==> src/rtl/fft_sched_pkg.sv <==
// rtl/fft_sched_pkg.sv - shared types, defaults and helpers for the FFT job scheduler
package fft_sched_pkg;

  typedef enum logic [1:0] {IDLE, START, LOAD, WAIT} sched_state_t;

  localparam int FFT_SIZE_DEF   = 256;
  localparam int ADDR_WIDTH_DEF = 8;
  localparam int DATA_WIDTH_DEF = 16;

  // Width of an encoded requester index; never narrower than one bit.
  function automatic int id_width(input int n);
    return (n <= 2) ? 1 : $clog2(n);
  endfunction

endpackage

==> src/rtl/fft_rr_arbiter.sv <==
// rtl/fft_rr_arbiter.sv - round-robin pick with a pointer register that advances past the finished owner
module fft_rr_arbiter
  import fft_sched_pkg::*;
#(
  parameter int NUM_REQ = 4,
  localparam int IDW = id_width(NUM_REQ)
) (
  input  logic               clk,
  input  logic               rst,
  input  logic [NUM_REQ-1:0] req,
  input  logic               adv,
  input  logic [IDW-1:0]     adv_id,
  output logic [NUM_REQ-1:0] gnt,
  output logic [IDW-1:0]     gnt_id,
  output logic               gnt_any
);

  logic [IDW-1:0] ptr;

  always_ff @(posedge clk) begin
    if (rst) begin
      ptr <= '0;
    end else if (adv) begin
      ptr <= (adv_id == IDW'(NUM_REQ - 1)) ? '0 : adv_id + IDW'(1);
    end
  end

  // First pass covers ptr..top, second pass wraps around to the bottom.
  always_comb begin
    gnt_any = 1'b0;
    gnt_id  = '0;
    for (int j = 0; j < NUM_REQ; j++) begin
      if (!gnt_any && req[j] && (j >= int'(ptr))) begin
        gnt_any = 1'b1;
        gnt_id  = IDW'(j);
      end
    end
    for (int j = 0; j < NUM_REQ; j++) begin
      if (!gnt_any && req[j]) begin
        gnt_any = 1'b1;
        gnt_id  = IDW'(j);
      end
    end
    gnt = gnt_any ? (NUM_REQ'(1) << gnt_id) : '0;
  end

endmodule

==> src/rtl/fft_job_scheduler.sv <==
// rtl/fft_job_scheduler.sv - shares one FFT engine among NUM_REQ requesters, one job at a time
// Defining FFT_SCHED_STATS_EN adds the saturating completed-job counter on job_count.
module fft_job_scheduler
  import fft_sched_pkg::*;
#(
  parameter int NUM_REQ        = 4,
  parameter int DATA_WIDTH     = DATA_WIDTH_DEF,
  parameter int FFT_SIZE       = FFT_SIZE_DEF,
  parameter int ADDR_WIDTH     = ADDR_WIDTH_DEF,
  parameter int TIMEOUT_CYCLES = 8192,
  localparam int IDW = id_width(NUM_REQ),
  localparam int LCW = ADDR_WIDTH + 1,
  localparam int WCW = $clog2(TIMEOUT_CYCLES) + 1
) (
  input  logic                  clk,
  input  logic                  rst,
  input  logic [NUM_REQ-1:0]    req,
  output logic [NUM_REQ-1:0]    grant,
  input  logic [DATA_WIDTH-1:0] in_real,
  input  logic [DATA_WIDTH-1:0] in_imag,
  input  logic                  in_valid,
  output logic                  in_ready,
  output logic                  eng_start,
  output logic [DATA_WIDTH-1:0] eng_in_real,
  output logic [DATA_WIDTH-1:0] eng_in_imag,
  output logic [ADDR_WIDTH-1:0] eng_in_addr,
  output logic                  eng_in_valid,
  input  logic                  eng_busy,
  input  logic                  eng_done,
  input  logic [DATA_WIDTH-1:0] eng_out_real,
  input  logic [DATA_WIDTH-1:0] eng_out_imag,
  input  logic [ADDR_WIDTH-1:0] eng_out_addr,
  input  logic                  eng_out_valid,
  output logic [DATA_WIDTH-1:0] out_real,
  output logic [DATA_WIDTH-1:0] out_imag,
  output logic [ADDR_WIDTH-1:0] out_addr,
  output logic                  out_valid,
  output logic [IDW-1:0]        out_id,
  output logic                  job_done,
  output logic                  err_timeout,
  output logic [15:0]           job_count
);

  sched_state_t       state, state_nxt;
  logic [IDW-1:0]     owner;
  logic [LCW-1:0]     load_cnt;
  logic [WCW-1:0]     wait_cnt;
  logic [NUM_REQ-1:0] arb_gnt;
  logic [IDW-1:0]     arb_id;
  logic               arb_any, arb_adv, launch, accept, expired;

  fft_rr_arbiter #(.NUM_REQ(NUM_REQ)) u_arb (
    .clk    (clk),
    .rst    (rst),
    .req    (req),
    .adv    (arb_adv),
    .adv_id (owner),
    .gnt    (arb_gnt),
    .gnt_id (arb_id),
    .gnt_any(arb_any)
  );

  always_ff @(posedge clk) begin
    if (rst) state <= IDLE;
    else     state <= state_nxt;
  end

  // An engine still busy from an aborted job is never handed a new start.
  always_comb begin
    state_nxt = state;
    in_ready  = 1'b0;
    arb_adv   = 1'b0;
    launch    = 1'b0;
    accept    = 1'b0;
    expired   = (wait_cnt == WCW'(TIMEOUT_CYCLES - 1));
    case (state)
      IDLE: begin
        launch = arb_any && !eng_busy;
        if (launch) state_nxt = START;
      end
      START: state_nxt = LOAD;
      LOAD: begin
        in_ready = 1'b1;
        accept   = in_valid;
        if (accept && load_cnt == LCW'(FFT_SIZE - 1)) state_nxt = WAIT;
      end
      WAIT: begin
        if (eng_done || expired) begin
          state_nxt = IDLE;
          arb_adv   = 1'b1;
        end
      end
      default: state_nxt = IDLE;
    endcase
  end

  always_ff @(posedge clk) begin
    if (rst) begin
      grant        <= '0;
      owner        <= '0;
      eng_start    <= 1'b0;
      eng_in_real  <= '0;
      eng_in_imag  <= '0;
      eng_in_addr  <= '0;
      eng_in_valid <= 1'b0;
      out_real     <= '0;
      out_imag     <= '0;
      out_addr     <= '0;
      out_valid    <= 1'b0;
      out_id       <= '0;
      job_done     <= 1'b0;
      err_timeout  <= 1'b0;
      load_cnt     <= '0;
      wait_cnt     <= '0;
    end else begin
      eng_start    <= 1'b0;
      eng_in_valid <= 1'b0;
      out_valid    <= 1'b0;
      job_done     <= 1'b0;
      case (state)
        IDLE: begin
          if (launch) begin
            grant <= arb_gnt;
            owner <= arb_id;
          end
        end
        START: begin
          eng_start   <= 1'b1;
          load_cnt    <= '0;
          err_timeout <= 1'b0;
        end
        LOAD: begin
          wait_cnt <= '0;
          if (accept) begin
            eng_in_real  <= in_real;
            eng_in_imag  <= in_imag;
            eng_in_addr  <= load_cnt[ADDR_WIDTH-1:0];
            eng_in_valid <= 1'b1;
            load_cnt     <= load_cnt + LCW'(1);
          end
        end
        WAIT: begin
          out_real  <= eng_out_real;
          out_imag  <= eng_out_imag;
          out_addr  <= eng_out_addr;
          out_valid <= eng_out_valid;
          out_id    <= owner;
          if (eng_done) begin
            job_done <= 1'b1;
            grant    <= '0;
          end else if (expired) begin
            err_timeout <= 1'b1;
            grant       <= '0;
          end else begin
            wait_cnt <= wait_cnt + WCW'(1);
          end
        end
        default: ;
      endcase
    end
  end

`ifdef FFT_SCHED_STATS_EN
  logic [15:0] job_cnt_q;
  always_ff @(posedge clk) begin
    if (rst) job_cnt_q <= '0;
    else if (state == WAIT && eng_done && job_cnt_q != 16'hFFFF) job_cnt_q <= job_cnt_q + 16'd1;
  end
  assign job_count = job_cnt_q;
`else
  assign job_count = '0;
`endif

endmodule
==> config.mk <==
export PLATFORM = sky130hd
export DESIGN_NAME = fft_job_scheduler
export DESIGN_NICKNAME = d
export VERILOG_FILES = /design/src/rtl/fft_sched_pkg.sv /design/src/rtl/fft_rr_arbiter.sv /design/src/rtl/fft_job_scheduler.sv
export SDC_FILE = /design/constraint.sdc
export NUM_CORES = 1
export LEC_CHECK = 0
export ABC_AREA = 1
export BUFFER_PORTS_ARGS = -buffer_cell sky130_fd_sc_hd__buf_2
export CORE_MARGIN = 8
export CORE_UTILIZATION = 44
export CTS_CLUSTER_DIAMETER = 120
export CTS_CLUSTER_SIZE = 16
export DETAILED_ROUTE_END_ITERATION = 10
export PLACE_DENSITY_LB_ADDON = 0.15
export SLEW_MARGIN = 20
export SYNTH_ARGS = -nofsm -noshare
export SYNTH_HDL_FRONTEND = slang
export SYNTH_SLANG_ARGS = --single-unit
export TNS_END_PERCENT = 20
==> constraint.sdc <==
create_clock -name clk -period 1.9 [get_ports clk]
set_clock_uncertainty 0.15 [all_clocks]
set_input_delay 0.19 -clock clk [delete_from_list [all_inputs] [get_ports clk]]
set_output_delay 0.19 -clock clk [all_outputs]
set_load 0.01 [all_outputs]
==> impl_metrics.toml, run 1 <==
[hold_path]
hold_path_class = "input port to register"
hold_depth = 4

[power]
p_per_area_nw_per_um2 = 1220
p_leak_nw = 3.57
p_total_w = 0.00914
ir_drop_uv = 759

[timing]
hold_violations = 0
tightest_slew_ps = 508
min_period_ps = 1830
fmax_mhz = 547
setup_violations = 0
maxSlewHeadroom = 0.659
slew_viol_final = 0
whs_ps = 285
finalSetupTns_ps = 0
fin_crit_sh = 0.962
rsz0062_at_grt = "true"

[logic_synthesis]
yosys.area.top_type = "dfxtp_1"
syn_area_per_cell_sq_um = 7.36
ys_ff_latch = 120
yosysTopAreaCellShare = 0.487
synth_cells = 671
synth_area_leaders = "dfxtp_1, nor2_1, o21ai_0"
seq_area_frac_synth = 0.487
synth_cell_type_count = 34
yosys_warnings = 0
syn_area_sq_um = 4940

[place]
gp_congestion = 0.848
portBuffers = 173
dp_hpwl_um = 10300

[clock_tree]
clock_sinks = 120
clkSlewWorstSetupHoldPaths_ps = 60
cts_max_level = 4
clockRootBuffer = "clkbuf_8"
cts_buffers = 17
worstSkewPairLatency_ps = 520
clk_path_buf_depth = 2
cts_tree = "built"

[layout]
fin_util = 0.691
drive_gt1_frac = 0.269
mostFrequentLayoutCell = "nor2_1"
layout.nets = 1022
most-common-layout-cells = "nor2_1, buf_2, dfxtp_1"
layout-area-overhead-vs-synth_pct = 52.3

[route]
firstDrtPassIters = 5
drc = 0
wl_um = 16300
via_per_inst = 4.96
antenna_left = 0
drt_iter0_markers = 270
wl_per_cell_um = 15.0
vias = 5381

[global_route]
grt_pass1_wl_um = 26000
grt_max_degree = 53
grt_pass1_vias = 5464
antenna_found_initial = 0
grt_overflow_total = 0
grt_use_total = 0.218

[setup_path]
crit_family = "simple AND/OR/NAND/NOR gates"
critPathBufInv = 0
crit_fanout = 4
cp_slowest_stage_delay_ps = 330
path_common_cell = "nand2_2"
reg2regPathDepth = 11
path_class = "register to register"
cpMaxStageDelayCell = "dfxtp_2"
crit_chain = "ha_2 -> nand2_2 -> nor2_4 -> nand2_2 -> nor3_2 -> ha_2 -> a21oi_2 -> a21oi_4 -> nand2_1 -> nand2_2 -> a21oi_2"
cp.required_ps = 2140
crit_path_end_kind = "register"
cp.depth = 11
critPathArrivalTime_ps = 2070
critPathLaunchType = "register"

[flow_run]
drv_cap = 0

[floorplanning]
num_rows = 38
die_x_um = 122
ios = 190
initial_core_util = 0.453
die_height_um = 122
core_sq_um = 10900
die_area_sq_um = 14900

[outcome]
outcome = "finished clean"
layout make-up:
class,count,area (sq um)
clock buffers,20,455
inverters,44,168
multi-input cells,473,2260
fillers,864,3370
flip-flops and latches,120,2400
repair buffers,275,1860
clock inverters,12,196
well taps,140,175
diodes,1,2.50
synth_stat cells, drive strengths merged:
| library cell | n |
|---|---|
| nor2 | 187 |
| dfxtp | 120 |
| o21ai | 91 |
| nand2 | 79 |
| inv | 43 |
| a21oi | 32 |
| clkbuf | 27 |
| buf | 22 |
| nand3 | 19 |
| nor3 | 16 |
| ha | 9 |
| nand4 | 9 |
| xor2 | 3 |
| a211oi | 2 |
| a2111oi | 1 |
| a21boi | 1 |
| a22oi | 1 |
| a32o | 1 |
| and2 | 1 |
| and3 | 1 |
| clkinv | 1 |
| conb | 1 |
| nor3b | 1 |
| nor4 | 1 |
| o211ai | 1 |
| o31ai | 1 |
kinds of logic after synthesis:
family,share of synthesized area
XOR/XNOR,0.00532
AO/OA/AOI/OAI,0.139
buffers and inverters,0.0854
AND/OR/NAND/NOR,0.260
other,0.000760
adder cells (fa/ha/maj),0.0228
flip-flops,0.487
layer usage:
layer | GRT usage | vias up | share of wire
li1 | - | 2655 | -
met1 | 0.235 | 2474 | 0.39
met2 | 0.368 | 214 | 0.49
met3 | 0.0828 | 38 | 0.090
met4 | 0.108 | 0 | 0.031
met5 | 0 | - | 0
sequential cells by signal, indices dropped and copies added, names as in the netlist, 2 cells and up:
register	flops
u_arb.ptr	2
out_id	2
out_imag	16
out_addr	8
eng_in_imag	16
load_cnt	9
out_real	16
state	2
eng_in_addr	8
owner	2
eng_in_real	16
wait_cnt	14
grant	4
through the flow:
step	setup slack (ps)	area, sq um	instances
after floorplan	84.3	4990	686
after global placement	81.0	5940	970
after detailed placement	-33.5	5940	970
after CTS	11.0	7420	1084
after global routing	-60.5	7520	1084
final	72.6	7520	1085
worst min-delay path, cell delays in order:
cell and delay, ps:
dlygate4sd3_1 520, buf_2 100, nor2_1 30, nor2_1 80
power by group:
part	internal, W	switching, W	total [W]
Combinational	0.000945	0.00152	0.00246
Clock	0.00236	0.00114	0.00350
Sequential	0.00295	0.000222	0.00318
repair_timing:
item                                    4_1_cts  5_1_grt
pin swaps                                     2        7
resized for setup                             1       30
setup buffers                                 1        0
hold buffers                                 81        0
endpoints found under the setup margin        1       60
endpoints found under the hold margin        90        0
worst paths after layout:
kind | from | endpoint | slack (ps)
max reg2reg | load_cnt[1] | state[1] | 70
min reg2reg | wait_cnt[12] | wait_cnt[12] | 320
max | load_cnt[1] | state[1] | 70
min | eng_out_addr[7] | out_addr[7] | 290
Power figures use the tool's default switching activity.
==> inputs of run 2 (changes only) <==
--- a/config.mk
+++ b/config.mk
@@ -6,12 +6,12 @@
 export NUM_CORES = 1
 export LEC_CHECK = 0
 export ABC_AREA = 1
-export BUFFER_PORTS_ARGS = -buffer_cell sky130_fd_sc_hd__buf_2
 export CORE_MARGIN = 8
-export CORE_UTILIZATION = 44
+export CORE_UTILIZATION = 45
 export CTS_CLUSTER_DIAMETER = 120
 export CTS_CLUSTER_SIZE = 16
 export DETAILED_ROUTE_END_ITERATION = 10
+export DONT_BUFFER_PORTS = 1
 export PLACE_DENSITY_LB_ADDON = 0.15
 export SLEW_MARGIN = 20
 export SYNTH_ARGS = -nofsm -noshare
==> run 2 against run 1 <==
  * The flow now finishes with violations (negative hold slack)
  * Sequential cell count unchanged
  * Clock-buffer cell count increased by 5
  * Largest cell class unchanged
  * Critical path depth decreased by 4
  * Routed wire length decreased by 8.7%
  * Hold slack got worse by 690 ps
  * Utilization decreased by 7.3 points
==> impl_metrics.toml, run 2 (same netlist as run 1, synthesis figures left out) <==
[setup_path]
critPathArrivalTime_ps = 2070
path_class = "register to register"
critPathLaunchType = "register"
cp.required_ps = 2170
crit_chain = "inv_1 -> ha_2 -> nand2_1 -> inv_1 -> buf_6 -> a22oi_1 -> nor3_1"
crit_path_end_kind = "register"
path_common_cell = "inv_1"
r2r_setup_slack_ps = 100
cp_slowest_stage_delay_ps = 340
crit_fanout = 32
reg2regPathDepth = 7
cpMaxStageDelayCell = "dfxtp_1"

[layout]
layout.nets = 858
diodes = 0
mostFrequentLayoutCell = "nor2_1"
most-common-layout-cells = "nor2_1, dfxtp_1, o21ai_0"
drive_gt1_frac = 0.109
layout-area-overhead-vs-synth_pct = 35.0
fillers = 886

[global_route]
antenna_found_initial = 0
grt_max_degree = 48
grt_overflow_total = 0
grt_use_total = 0.200
grt_pass1_wl_um = 23400
grt_pass1_vias = 4694

[power]
comb_power_share = 0.221
p_seq_frac = 0.424
p_int_w = 0.00549
power_frac_clock = 0.355
p_sw_frac = 0.330
p_per_area_nw_per_um2 = 1230
p_leak_nw = 2.78
switchingPower_w = 0.00270
ir_drop_uv = 583

[floorplanning]
die_area_sq_um = 14600
initial_core_util = 0.457
die_x_um = 121
die_height_um = 121
core_sq_um = 10800
num_rows = 38
ios = 190

[timing]
maxSlewHeadroom = 0.443
rsz0062_at_grt = "true"
whs_ps = -402
fin_crit_sh = 0.947
finalSetupTns_ps = 0
setup_violations = 0
worst_slack_ps = 101
hold_violations = 27
fmax_mhz = 556
tightest_slew_ps = 833
slew_viol_final = 0
min_period_ps = 1800

[route]
antenna_left = 0
vias = 4749
firstDrtPassIters = 5
wl_um = 14800
via_per_inst = 5.16
drc = 0
wl_per_cell_um = 16.1
drt_iter0_markers = 317

[clock_tree]
cts_max_level = 4
cts_tree = "built"
cts_buffers = 17
clockRootBuffer = "clkbuf_8"
worstSkewPairLatency_ps = 510
cts_setup_buffers = 0
cts_hold_buf = 85
clock_sinks = 120
clkSlewWorstSetupHoldPaths_ps = 60
clk_path_buf_depth = 2

[place]
pre_cts_slack_ps = -9.88
portBuffers = 0
dp_hpwl_um = 9670
gp_congestion = 0.842

[flow_run]
drv_cap = 0

[outcome]
outcome = "complete, but fails checks"
violations = "negative hold slack"

[hold_path]
hold_path_class = "input port to register"
hold_depth = 1
[run 2: cell count changes in the layout (fill, tap and decap cells not counted), moves of 2 or more]
cell / previous run / this run
dlygate4sd3_1: 81 / 84
buf_4: 17 / 22
nand2_2: 5 / 3
nand2_4: 2 / 4
buf_2: 173 / 0
clkbuf_1: 0 / 5
bufinv_16: 5 / 1
nor2_1: 184 / 182
[run 2: repair_timing]
action / 4_1_cts / 5_1_grt
pin swaps: 0 / 8
gates resized for setup: 2 / 33
endpoints found under the hold margin: 117 / 25
endpoints found under the setup margin: 2 / 30
cloned: 0 / 0
[run 2: through the flow]
stage	instances	hold WS [ps]	instance area (sq um)	power, W	util
global placement	804	117	5140	0.00501	0.476
floorplan	686	123	4990	0.00458	-
global route	920	-424	6660	0.00869	0.617
CTS	921	-420	6540	0.00814	0.606
finish	920	-402	6660	0.00819	0.617
detailed placement	804	117	5140	0.00506	0.476
[run 2: per-layer routing]
layer,wire [um],track usage,up-vias,part of all wire
met2,7240,0.336,214,0.49
met3,1560,0.0923,28,0.11
li1,-,-,2331,-
met1,5740,0.214,2176,0.39
met5,0,0,-,0
met4,292,0.0773,0,0.020
[run 2: worst max-delay path, delay by kind of cell (launching register included)]
kind | cells | cell delay, ps
buffers and inverters | 3 | 590
DFF | 1 | 340
and+or+nand+nor | 2 | 310
adders and majority gates | 1 | 230
AOI/OAI and AO/OA | 1 | 100
[run 2: cell type report]
cell class,instances,area (sq um),area share
clock inverters,7,68.8,0.0103
well taps,140,175,0.0263
clock buffers,25,474,0.0712
repair buffers,111,1080,0.162
inverters,44,168,0.0252
flip-flops and latches,120,2400,0.361
multi-input cells,473,2290,0.344
[run 2: power groups by stage]
stage          Combinational (W)  Clock, W  Sequential [W]
2_1_floorplan            0.00119         0         0.00339
5_1_grt                  0.00206   0.00310         0.00353
3_3_place_gp             0.00150         0         0.00352
4_1_cts                  0.00170   0.00296         0.00347
6_report                 0.00181   0.00291         0.00347
3_5_place_dp             0.00154         0         0.00351
[run 2: path summary, 6_finish.rpt]
path                   to    startpoint
max           load_cnt[5]      state[0]
min reg2reg  wait_cnt[12]  wait_cnt[12]
max reg2reg   load_cnt[5]      state[0]
min           load_cnt[4]           rst
==> inputs of run 3 (changes only) <==
==> constraint.sdc (replaced) <==
create_clock -name clk -period 2 [get_ports clk]
set_clock_uncertainty 0.15 [all_clocks]
set_input_delay 0.2 -clock clk [delete_from_list [all_inputs] [get_ports clk]]
set_output_delay 0.2 -clock clk [all_outputs]
set_load 0.01 [all_outputs]
==> run 3 against run 2 <==
  * The flow now finishes without violations
  * Die area unchanged
  * Sequential power decreased by 5%
  * First-iteration DRC count increased by 44%
  * Via count decreased by 0.59%
  * Clock power decreased by 2%
  * Setup slack improved by 1.3 ps
  * Sequential cell count unchanged
  * Maximum frequency decreased by 5.2%
  * Critical path type unchanged
  * Critical endpoint is now owner[1]
==> impl_metrics.toml, run 3 (same netlist as run 1, synthesis figures left out) <==
[timing]
slew_viol_final = 0
fmax_mhz = 527
finalSetupTns_ps = 0
hold_violations = 0
min_period_ps = 1900
whs_ps = 51.4
setup_violations = 0
maxSlewHeadroom = 0.423
rsz0062_at_grt = "true"
fin_crit_sh = 0.949
tightest_slew_ps = 863

[route]
drc = 0
wl_per_cell_um = 16.2
firstDrtPassIters = 5
wl_um = 14700
via_per_inst = 5.18
vias = 4721
antenna_left = 0
drt_iter0_markers = 456

[floorplanning]
core_sq_um = 10800
ios = 190
die_height_um = 121
die_x_um = 121
num_rows = 38
initial_core_util = 0.457
die_area_sq_um = 14600

[power]
p_leak_nw = 2.72
p_int_w = 0.00525
ir_drop_uv = 514
comb_power_share = 0.211
p_per_area_nw_per_um2 = 1190
power_frac_clock = 0.366
p_sw_frac = 0.326
switchingPower_w = 0.00254
p_seq_frac = 0.423

[clock_tree]
clkSlewWorstSetupHoldPaths_ps = 50
worstSkewPairLatency_ps = 500
cts_tree = "built"
cts_buffers = 17
clk_path_buf_depth = 2
cts_max_level = 4
clockRootBuffer = "clkbuf_8"
clock_sinks = 120

[layout]
drive_gt1_frac = 0.0790
most-common-layout-cells = "nor2_1, dfxtp_1, o21ai_0"
fillers = 941
fin_util = 0.606
diodes = 0
layout.nets = 852
stdcell_area_sq_um = 6540
layout-area-overhead-vs-synth_pct = 32.5
mostFrequentLayoutCell = "nor2_1"

[setup_path]
critPathLaunchType = "register"
cp.required_ps = 2240
crit_path_end_kind = "register"
cpMaxStageDelayCell = "dlygate4sd3_1"
path_class = "register to register"
critPathBufInv = 2
critPathArrivalTime_ps = 2140
crit_family = "buffers and inverters"
crit_fanout = 3
cp_slowest_stage_delay_ps = 590
crit_chain = "inv_1 -> nand2_1 -> nand2_1 -> nor2_2 -> nand3_2 -> nand3_2 -> dlygate4sd3_1 -> a21oi_1"

[flow_run]
drv_cap = 0

[global_route]
antenna_found_initial = 0
grt_use_total = 0.198
grt_pass1_wl_um = 23200
gr-usage-met2 = 0.333
grtUsageMet1 = 0.212
grt_max_degree = 59
gr-usage-met3 = 0.102
grt_overflow_total = 0
grt_pass1_vias = 4698
gr-max-usage-layer = "met2"

[place]
gp_congestion = 0.837
dp_hpwl_um = 9570
place_area_sq_um = 5050
portBuffers = 0

[hold_path]
hold_path_class = "input port to register"

[outcome]
outcome = "finished clean"
==> run 3: cell count changes in the layout (fill, tap and decap cells not counted), sizes merged <==
cell and change:
buf -10, clkbuf -3, dlygate4sd3 +3, bufinv +1, dlymetal6s4s +1
==> run 3: power by group through the flow <==
stage	registers [W]	logic (W)	clock network, W
final	0.00329	0.00165	0.00285
after global routing	0.00334	0.00186	0.00303
after CTS	0.00330	0.00158	0.00291
after detailed placement	0.00334	0.00141	0
after global placement	0.00334	0.00135	0
after floorplan	0.00322	0.00113	0
==> run 3: layer usage <==
| layer | share of wire | wire (um) |
|---|---|---|
| met5 | 0 | 0 |
| met2 | 0.49 | 7180 |
| met1 | 0.39 | 5700 |
| met4 | 0.013 | 186 |
| met3 | 0.11 | 1670 |
==> run 3: worst paths after layout <==
| kind | startpoint | endpoint | slack, ps | depth (start not counted) |
|---|---|---|---|---|
| setup / recovery | u_arb.ptr[1] | owner[1] | 100 | 8 |
| hold / removal | req[0] | owner[0] | 50 | 5 |
| setup reg to reg | u_arb.ptr[1] | owner[1] | 100 | 8 |
| hold reg to reg | wait_cnt[12] | wait_cnt[12] | 330 | 2 |
==> run 3: repair_timing <==
action,CTS,global route
hold buffers,88,0
buffers inserted,0,0
endpoints found under the setup margin,0,22
endpoints found under the hold margin,111,0
gates resized for setup,0,16
==> run 3: layout make-up <==
type | count | area, sq um | share of cell area
clock inverters | 8 | 98.8 | 0.0151
inverters | 44 | 168 | 0.0256
well taps | 140 | 175 | 0.0268
clock buffers | 22 | 453 | 0.0692
flip-flops and latches | 120 | 2400 | 0.368
repair buffers | 105 | 1030 | 0.157
multi-input cells | 473 | 2210 | 0.339
==> run 3: per-stage QoR <==
step	cells	worst slack, ps	total power [W]
floorplan	686	184	0.00435
global placement	794	137	0.00469
detailed placement	794	93.4	0.00475
CTS	912	7.29	0.00779
global route	912	-21.6	0.00823
finish	912	102	0.00778
==> run 3: worst min-delay path, cell delays in order <==
cell and delay, ps:
nor2_1 50, nand3_2 100, nand3_2 90, o21ai_0 170, a21oi_1 50
